==> src/rtl/memb_loader_pkg.sv <==
// Shared types and defaults for the systolic B-operand loader.
package memb_loader_pkg;

  localparam int BITS_AB_DEF = 8;
  localparam int DIM_DEF     = 8;

  typedef enum logic [1:0] {
    IDLE  = 2'd0,
    FILL  = 2'd1,
    DRAIN = 2'd2,
    FIN   = 2'd3
  } memb_state_e;

  function automatic int max_int(input int a, input int b);
    return (a > b) ? a : b;
  endfunction

endpackage

==> src/rtl/memb_loader_if.sv <==
// Upstream row handshake: valid/ready with one packed row of DIM elements.
interface memb_loader_if
  import memb_loader_pkg::*;
#(
  parameter int BITS_AB = BITS_AB_DEF,
  parameter int DIM     = DIM_DEF
);

  logic                   in_valid;
  logic                   in_ready;
  logic [DIM*BITS_AB-1:0] in_data;

  modport master (output in_valid, output in_data, input in_ready);
  modport slave  (input in_valid, input in_data, output in_ready);

endinterface

==> src/rtl/memb_loader.sv <==
// Loads one DIM x DIM tile row-by-row into the B buffer, then shifts
// DRAIN_CYCLES zero rows through it and pulses done.
module memb_loader
  import memb_loader_pkg::*;
#(
  parameter int BITS_AB      = BITS_AB_DEF,
  parameter int DIM          = DIM_DEF,
  parameter int DRAIN_CYCLES = 2*DIM-1
) (
  input  logic                      clk,
  input  logic                      rst_n,
  input  logic                      start,
  memb_loader_if.slave              up,
  output logic signed [BITS_AB-1:0] Bout [DIM],
  output logic                      en,
  output logic                      busy,
  output logic                      done
);

  localparam int CNT_MAX = max_int(DIM, DRAIN_CYCLES);
  localparam int CW      = $clog2(CNT_MAX + 1);

  memb_state_e state, state_nx;
  logic [CW-1:0] cnt, cnt_nx;
  logic xfer, load_row, load_zero, en_nx;
  logic signed [BITS_AB-1:0] row [DIM];

  for (genvar i = 0; i < DIM; i++) begin : g_unpack
    assign row[i] = up.in_data[i*BITS_AB +: BITS_AB];
  end

  assign up.in_ready = (state == FILL);
  assign busy        = (state != IDLE);
  assign done        = (state == FIN);
  assign xfer        = up.in_valid && up.in_ready;

  // DRAIN spans DRAIN_CYCLES+1 cycles: its first cycle still shows the last
  // registered row, so the count runs to DRAIN_CYCLES before leaving.
  always_comb begin
    state_nx  = state;
    cnt_nx    = cnt;
    en_nx     = 1'b0;
    load_row  = 1'b0;
    load_zero = 1'b0;
    unique case (state)
      IDLE: begin
        if (start) begin
          state_nx = FILL;
          cnt_nx   = '0;
        end
      end
      FILL: begin
        if (xfer) begin
          load_row = 1'b1;
          en_nx    = 1'b1;
          if (cnt == CW'(DIM - 1)) begin
            state_nx = DRAIN;
            cnt_nx   = '0;
          end else begin
            cnt_nx = cnt + CW'(1);
          end
        end
      end
      DRAIN: begin
        if (cnt == CW'(DRAIN_CYCLES)) begin
          state_nx = FIN;
          cnt_nx   = '0;
        end else begin
          load_zero = 1'b1;
          en_nx     = 1'b1;
          cnt_nx    = cnt + CW'(1);
        end
      end
      FIN:     state_nx = IDLE;
      default: state_nx = IDLE;
    endcase
  end

  always_ff @(posedge clk) begin
    if (!rst_n) begin
      state <= IDLE;
      cnt   <= '0;
    end else begin
      state <= state_nx;
      cnt   <= cnt_nx;
    end
  end

  always_ff @(posedge clk) begin
    if (!rst_n) begin
      en   <= 1'b0;
      Bout <= '{default: '0};
    end else begin
      en <= en_nx;
      if (load_row)
        Bout <= row;
      else if (load_zero)
        Bout <= '{default: '0};
    end
  end

endmodule

==> src/flat_wrapper.sv <==
// flat-port wrapper written by rule: the top's interface ports become plain ports
module memb_loader_flat import memb_loader_pkg::*;
#(
  parameter int BITS_AB      = BITS_AB_DEF,
  parameter int DIM          = DIM_DEF,
  parameter int DRAIN_CYCLES = 2*DIM-1
)
  (clk, rst_n, start, Bout, en, busy, done, up_in_valid, up_in_data, up_in_ready);
  memb_loader_if #(.BITS_AB(BITS_AB), .DIM(DIM)) up_i ();
  input  logic clk;
  input  logic rst_n;
  input  logic start;
  output logic signed [BITS_AB-1:0] Bout[DIM];
  output logic en;
  output logic busy;
  output logic done;
  input wire logic [$bits(up_i.in_valid)-1:0] up_in_valid;
  input wire logic [$bits(up_i.in_data)-1:0] up_in_data;
  output wire logic [$bits(up_i.in_ready)-1:0] up_in_ready;
  assign up_i.in_valid = up_in_valid;
  assign up_i.in_data = up_in_data;
  assign up_in_ready = up_i.in_ready;
  memb_loader #(.BITS_AB(BITS_AB), .DIM(DIM), .DRAIN_CYCLES(DRAIN_CYCLES)) u_core (.clk(clk), .rst_n(rst_n), .start(start), .up(up_i), .Bout(Bout), .en(en), .busy(busy), .done(done));
endmodule
==> config.mk <==
export PLATFORM = sky130hd
export DESIGN_NAME = memb_loader_flat
export DESIGN_NICKNAME = d
export VERILOG_FILES = /design/src/rtl/memb_loader_pkg.sv /design/src/rtl/memb_loader_if.sv /design/src/rtl/memb_loader.sv /design/src/flat_wrapper.sv
export SDC_FILE = /design/constraint.sdc
export NUM_CORES = 1
export LEC_CHECK = 0
export CAP_MARGIN = 5
export CELL_PAD_IN_SITES_DETAIL_PLACEMENT = 2
export CELL_PAD_IN_SITES_GLOBAL_PLACEMENT = 2
export CORE_ASPECT_RATIO = 0.9
export CORE_UTILIZATION = 21
export DETAILED_ROUTE_END_ITERATION = 16
export PLACE_DENSITY = 0.8
export SLEW_MARGIN = 15
export SYNTH_ARGS = -nofsm -noshare
export SYNTH_HDL_FRONTEND = slang
export SYNTH_SLANG_ARGS = --single-unit
==> constraint.sdc <==
create_clock -name clk -period 2.5 [get_ports clk]
set_clock_uncertainty 0.2 [all_clocks]
set_input_delay 0.375 -clock clk [delete_from_list [all_inputs] [get_ports clk]]
set_output_delay 0.375 -clock clk [all_outputs]
set_load 0.02 [all_outputs]
==> Word level (Yosys, flattened, before mapping) <==
Index checks and enable logic that the tools add are counted.
{ "word_totals": {"ff_bits": 71, "latchBits": 0, "ramBits": 0, "mem_bits_ro": 0, "input_bits": 68, "out_inout_bits": 68, "word_cells": 45, "memories": 0} }
{ "classes": {"add_sub_neg": 1, "multipliers": 0, "n_div": 0, "magnitude_cmp": 0, "eq_ne": 9, "shifts": 0, "muxes": 17, "n_bitwise": 0, "reduce_logical": 7} }
{ "op_table": {"columns": ["cell", "n"], "rows": [
  ["64-bit 2-to-1 mux", 2],
  ["4-bit 2-to-1 mux", 4],
  ["4-bit case mux with 3 select lines", 1],
  ["2-bit 2-to-1 mux", 4],
  ["2-bit case mux with 4 select lines", 1],
  ["2-bit inequality test (second input constant)", 3],
  ["4-bit by 1-bit adder with 4-bit output (second input constant)", 1],
  ["2-bit == test (second input constant)", 2],
  ["4-bit by 3-bit == test with 1-bit output (second input constant)", 1],
  ["4-bit == test (second input constant)", 1],
  ["1-bit 2-to-1 mux", 4],
  ["4-bit AND reduction", 1],
  ["2-bit nonzero test", 2],
  ["3-bit AND reduction", 1],
  ["3-bit nonzero test", 1],
  ["2-bit by 1-bit == test with 1-bit output (second input constant)", 1],
  ["2-bit zero test", 1],
  ["2-bit by 1-bit inequality test with 1-bit output (second input constant)", 1],
  ["1-bit case mux with 2 select lines", 1],
  ["1-bit logical AND", 1]
]} }

==> Logic depth before layout (Yosys ltp) <==
Gate-level depths: netlist (run 1).
{ "logic_depth": {"ltp_word": 5, "mapped_depth": 8, "depth_no_buf": 6} }

==> Worst setup path after synthesis (run 1) <==
Ideal clock, no wire load.
{ "synth_path": {"path_type": "flip-flop to flip-flop", "startpoint": "register u_core.state[1]", "endpoint": "register u_core.cnt[3]", "setup_ns": 0.074, "arrival_ns": 1.729, "required_ns": 2.226, "path_slack_ns": 0.496, "stages_incl_launch_ff": 7, "path_buffers": 0, "synth_period_minus_slack_ns": 2.004, "cell_sequence": "dfxtp_1 inv_1 ha_1 or2b_1 nand3b_2 or4_1 a31oi_1"} }
{ "synth_between": {"elab_chain_len": 4, "elab_cells_between_ends": 9} }
{ "synth_rtl": {"columns": ["element", "line", "source"], "rows": [
  ["from (decl)", "memb_loader.sv:23", "memb_state_e state, state_nx;"],
  ["from (signal assigned)", "memb_loader.sv:84", "state <= state_nx;"],
  ["2-bit by 1-bit == test with 1-bit output (*)", "memb_loader.sv:32", "assign up.in_ready = (state == FILL);"],
  ["via up_in_ready", "flat_wrapper.sv:19", "output wire logic [$bits(up_i.in_ready)-1:0] up_in_ready;"],
  ["1-bit logical AND", "memb_loader.sv:35", "assign xfer = up.in_valid && up.in_ready;"],
  ["2-bit inequality test (no source line)", null, null],
  ["3-bit AND reduction (no source line)", null, null],
  ["to (signal assigned)", "memb_loader.sv:85", "cnt <= cnt_nx;"],
  ["to (decl)", "memb_loader.sv:24", "logic [CW-1:0] cnt, cnt_nx;"]
]} }
The timed path passes the listed nets; every way through them passes the cells marked *.
A chain may end at the register's enable or synchronous reset.

==> Worst setup path after layout (run 1) <==
{ "layout_path": {"startpoint": "register u_core.state[0]", "endpoint": "output busy"} }
{ "layout_between": {"elab_chain_len": 1} }
{ "layout_rtl": {"columns": ["element", "line", "source"], "rows": [
  ["2-bit nonzero test", "memb_loader.sv:33", "assign busy = (state != IDLE);"],
  ["to (decl)", "flat_wrapper.sv:15", "output logic busy;"]
]} }
Every way passes these cells.

==> flow_summary.yaml, run 1 <==
job:
  drv_cap: 0
worst_setup_path:
  cp-end-kind: "output port"
  worstSetupStartpointType: "flop"
  reg2reg_slack_ns: 0.37
  arrival_ns: 1.73
  crit_type: "reg -> out"
  path_buf_inv: 3
  crit_top_cell: "inv_1"
  cp_slowest_cell: "clkdlybuf4s50_1"
  slowest_delay_ns: 0.59
  crit_fanout: 5
  required_ns: 1.92
  path_delay_family: "buffers and inverters"
  path_cells: "inv_1 > ha_1 > inv_1 > clkdlybuf4s50_1"
cts:
  cts_hold_buf: 0
  clkLatencyLatePin_ns: 0.32
  cts_buffers: 9
  htreeDepth: 3
  clockBufferDepth: 2
  cts_tree: "done"
  cts_resized: 0
  clock-root-buffer: "clkbuf_16"
  post_cts_buffers: 0
  path_clk_slew_ns: 0.06
  cts.sinks: 71
routing:
  routedWlPerCell_um: 15.91
  postRouteAntennaNets: 0
  wl_um: 8879
  dr_total_vias: 2526
  firstDrtPassIters: 4
  drt_iter0_drc: 87
  via_per_inst: 4.527
  drc_errors: 0
sta:
  drv_slew: 0
  fin_setup_tns_ns: 0
  tightest_slew_ns: 0.3989
  min_period_ns: 2.309
  setup_viol: 0
  hold_viol_final: 0
  rsz0062_at_grt: "false"
  fin_crit_sh_pct: 92.36
  fmax_mhz: 433.1
  max_slew_margin_pct: 73.40
synth:
  ys_types: 29
  synth_fp_nets: 342
  yosysTopAreaCell: "dfxtp_1"
  syn-mean-instance-area_um2: 9.583
  synth_area_leaders: "dfxtp_1, a22oi_1, nor2_1"
  ys_seq_area_share_pct: 55.55
  asyncSetResetFlopFracSynth_pct: 0
  ys_warn_count: 0
  syn_inst: 267
  ys_ff_latch: 71
  syn_area_um2: 2559
  yosysMostFrequentCell: "dfxtp_1"
  netlist_top_cells_count: "dfxtp_1, nor2_1, a22oi_1, clkbuf_1"
  ys.flop_type: "dfxtp_1"
  synth_top_area_share_pct: 55.55
  synth-edff-count: 0
global_routing:
  grt_pass1_vias: 2763
  grt_use_total_pct: 14.40
  grt_pass1_wl_um: 14190
  grt_max_degree: 66
  grt_antenna_before_repair: 0
  grt_overflow: 0
final_layout:
  antennaDiodeCount: 0
  fillCellCount: 1286
  drive_gt1_share_pct: 7.463
  nNetsFinal: 472
  areaGrowthSynthToFinish_pct: 72.03
  final_util_pct: 37.73
  final_cells: 558
pwr:
  ir_drop_v: 0.0005294
  power_leakage_nw: 1.606
  powerDensity_nw_per_um2: 924.5
floorplanning:
  dieArea_um2: 12630
  core_area_um2: 11670
  fp.dieW_um: 118.4
  initial_utilization_pct: 21.93
  fp.dieH_um: 106.7
  io_pins: 136
  rows: 37
worst_hold_path:
  min_path_type: "reg -> reg"
run_status:
  status: "finished, final reports clean"
placed_design:
  gp_congestion: 0.7592
  port_buffers: 135
  dp.cells: 542
  hpwl_um: 6307
==> stage by stage <==
stage          hold slack (ns)  power (mW)  worst slack, ns  cell area (µm²)
4_1_cts                 0.3037       4.152           0.1664             4402
2_1_floorplan           0.2492       2.128           0.4964             2559
5_1_grt                 0.3186       4.297          0.07112             4402
3_5_place_dp            0.2885       2.742           0.3463             4079
3_3_place_gp            0.2752       2.684           0.4172             4079
6_report                0.2906       4.069           0.1911             4402
==> registers in the layout (all words and copies together) (netlist names) <==
signal        flops
u_core.Bout      64
u_core.cnt        4
u_core.state      2
u_core.en         1
==> cell usage in the layout (no fill, tap or decap), types with 2 or more instances in the layout <==
master and count:
a22oi_1 64, nor2_1 65, clkbuf_16 9, bufinv_16 2, nand2_1 8, ha_1 7, nand3_1 4, inv_1 3
mux2i_1 2, clkinv_2 3, buf_4 4, clkdlybuf4s50_1 135, dfxtp_1 71, a21oi_1 3, o21ai_0 2
==> final timing paths <==
check / from / end / cells past startpoint
max: u_core.state[0] / busy / 4
min: u_core.cnt[1] / u_core.cnt[1] / 2
max reg2reg: u_core.state[1] / u_core.cnt[3] / 6
min reg2reg: u_core.cnt[1] / u_core.cnt[1] / 2
==> logic make-up after synthesis <==
logic type	after synthesis	share of synthesized area [%]
flip-flops	71	55.55
adder cells (fa/ha/maj)	7	3.423
buffers and inverters	25	4.058
multiplexers	3	1.369
AND/OR/NAND/NOR	87	14.48
AO/OA/AOI/OAI	74	21.13
==> report_power, final <==
| part | internal (mW) | switching, mW | leakage [nW] |
|---|---|---|---|
| sequential | 1.27 | 0.0878 | 0.576 |
| clock | 0.896 | 0.477 | 0.162 |
| combinational | 0.595 | 0.740 | 0.868 |
| total | 2.76 | 1.30 | 1.61 |
==> worst min-delay path, cell delays in order, from the launching register on <==
cell	delay [ns]
dfxtp_1	0.32
nand2_1	0.06
a21oi_1	0.06
==> final cells by class <==
type	count	area, µm²	area share (%)
Timing Repair Buffer	140	1401	31.84
Sequential cell	71	1421	32.29
Clock inverter	6	83.83	1.904
Clock buffer	10	239.0	5.429
Inverter	4	15.01	0.3411
Multi-Input combinational cell	171	1046	23.76
Tap cell	156	195.2	4.434
==> layer usage <==
layer / vias to the layer above / GRT usage (%) / routed length [µm]
met5: - / 0 / 0
met4: 0 / 5.037 / 91
met3: 8 / 6.277 / 756
met2: 94 / 26.05 / 4476
met1: 1222 / 14.79 / 3555
li1: 1202 / - / -
Note: power is estimated with default switching activity, not from simulation.
==> inputs of run 2 (changes only) <==
--- a/config.mk
+++ b/config.mk
@@ -16,3 +16,4 @@
 export SYNTH_ARGS = -nofsm -noshare
 export SYNTH_HDL_FRONTEND = slang
 export SYNTH_SLANG_ARGS = --single-unit
+export TNS_END_PERCENT = 20
==> results of run 2 <==
No change in the layout: final DEF, timing and power equal those of run 1.
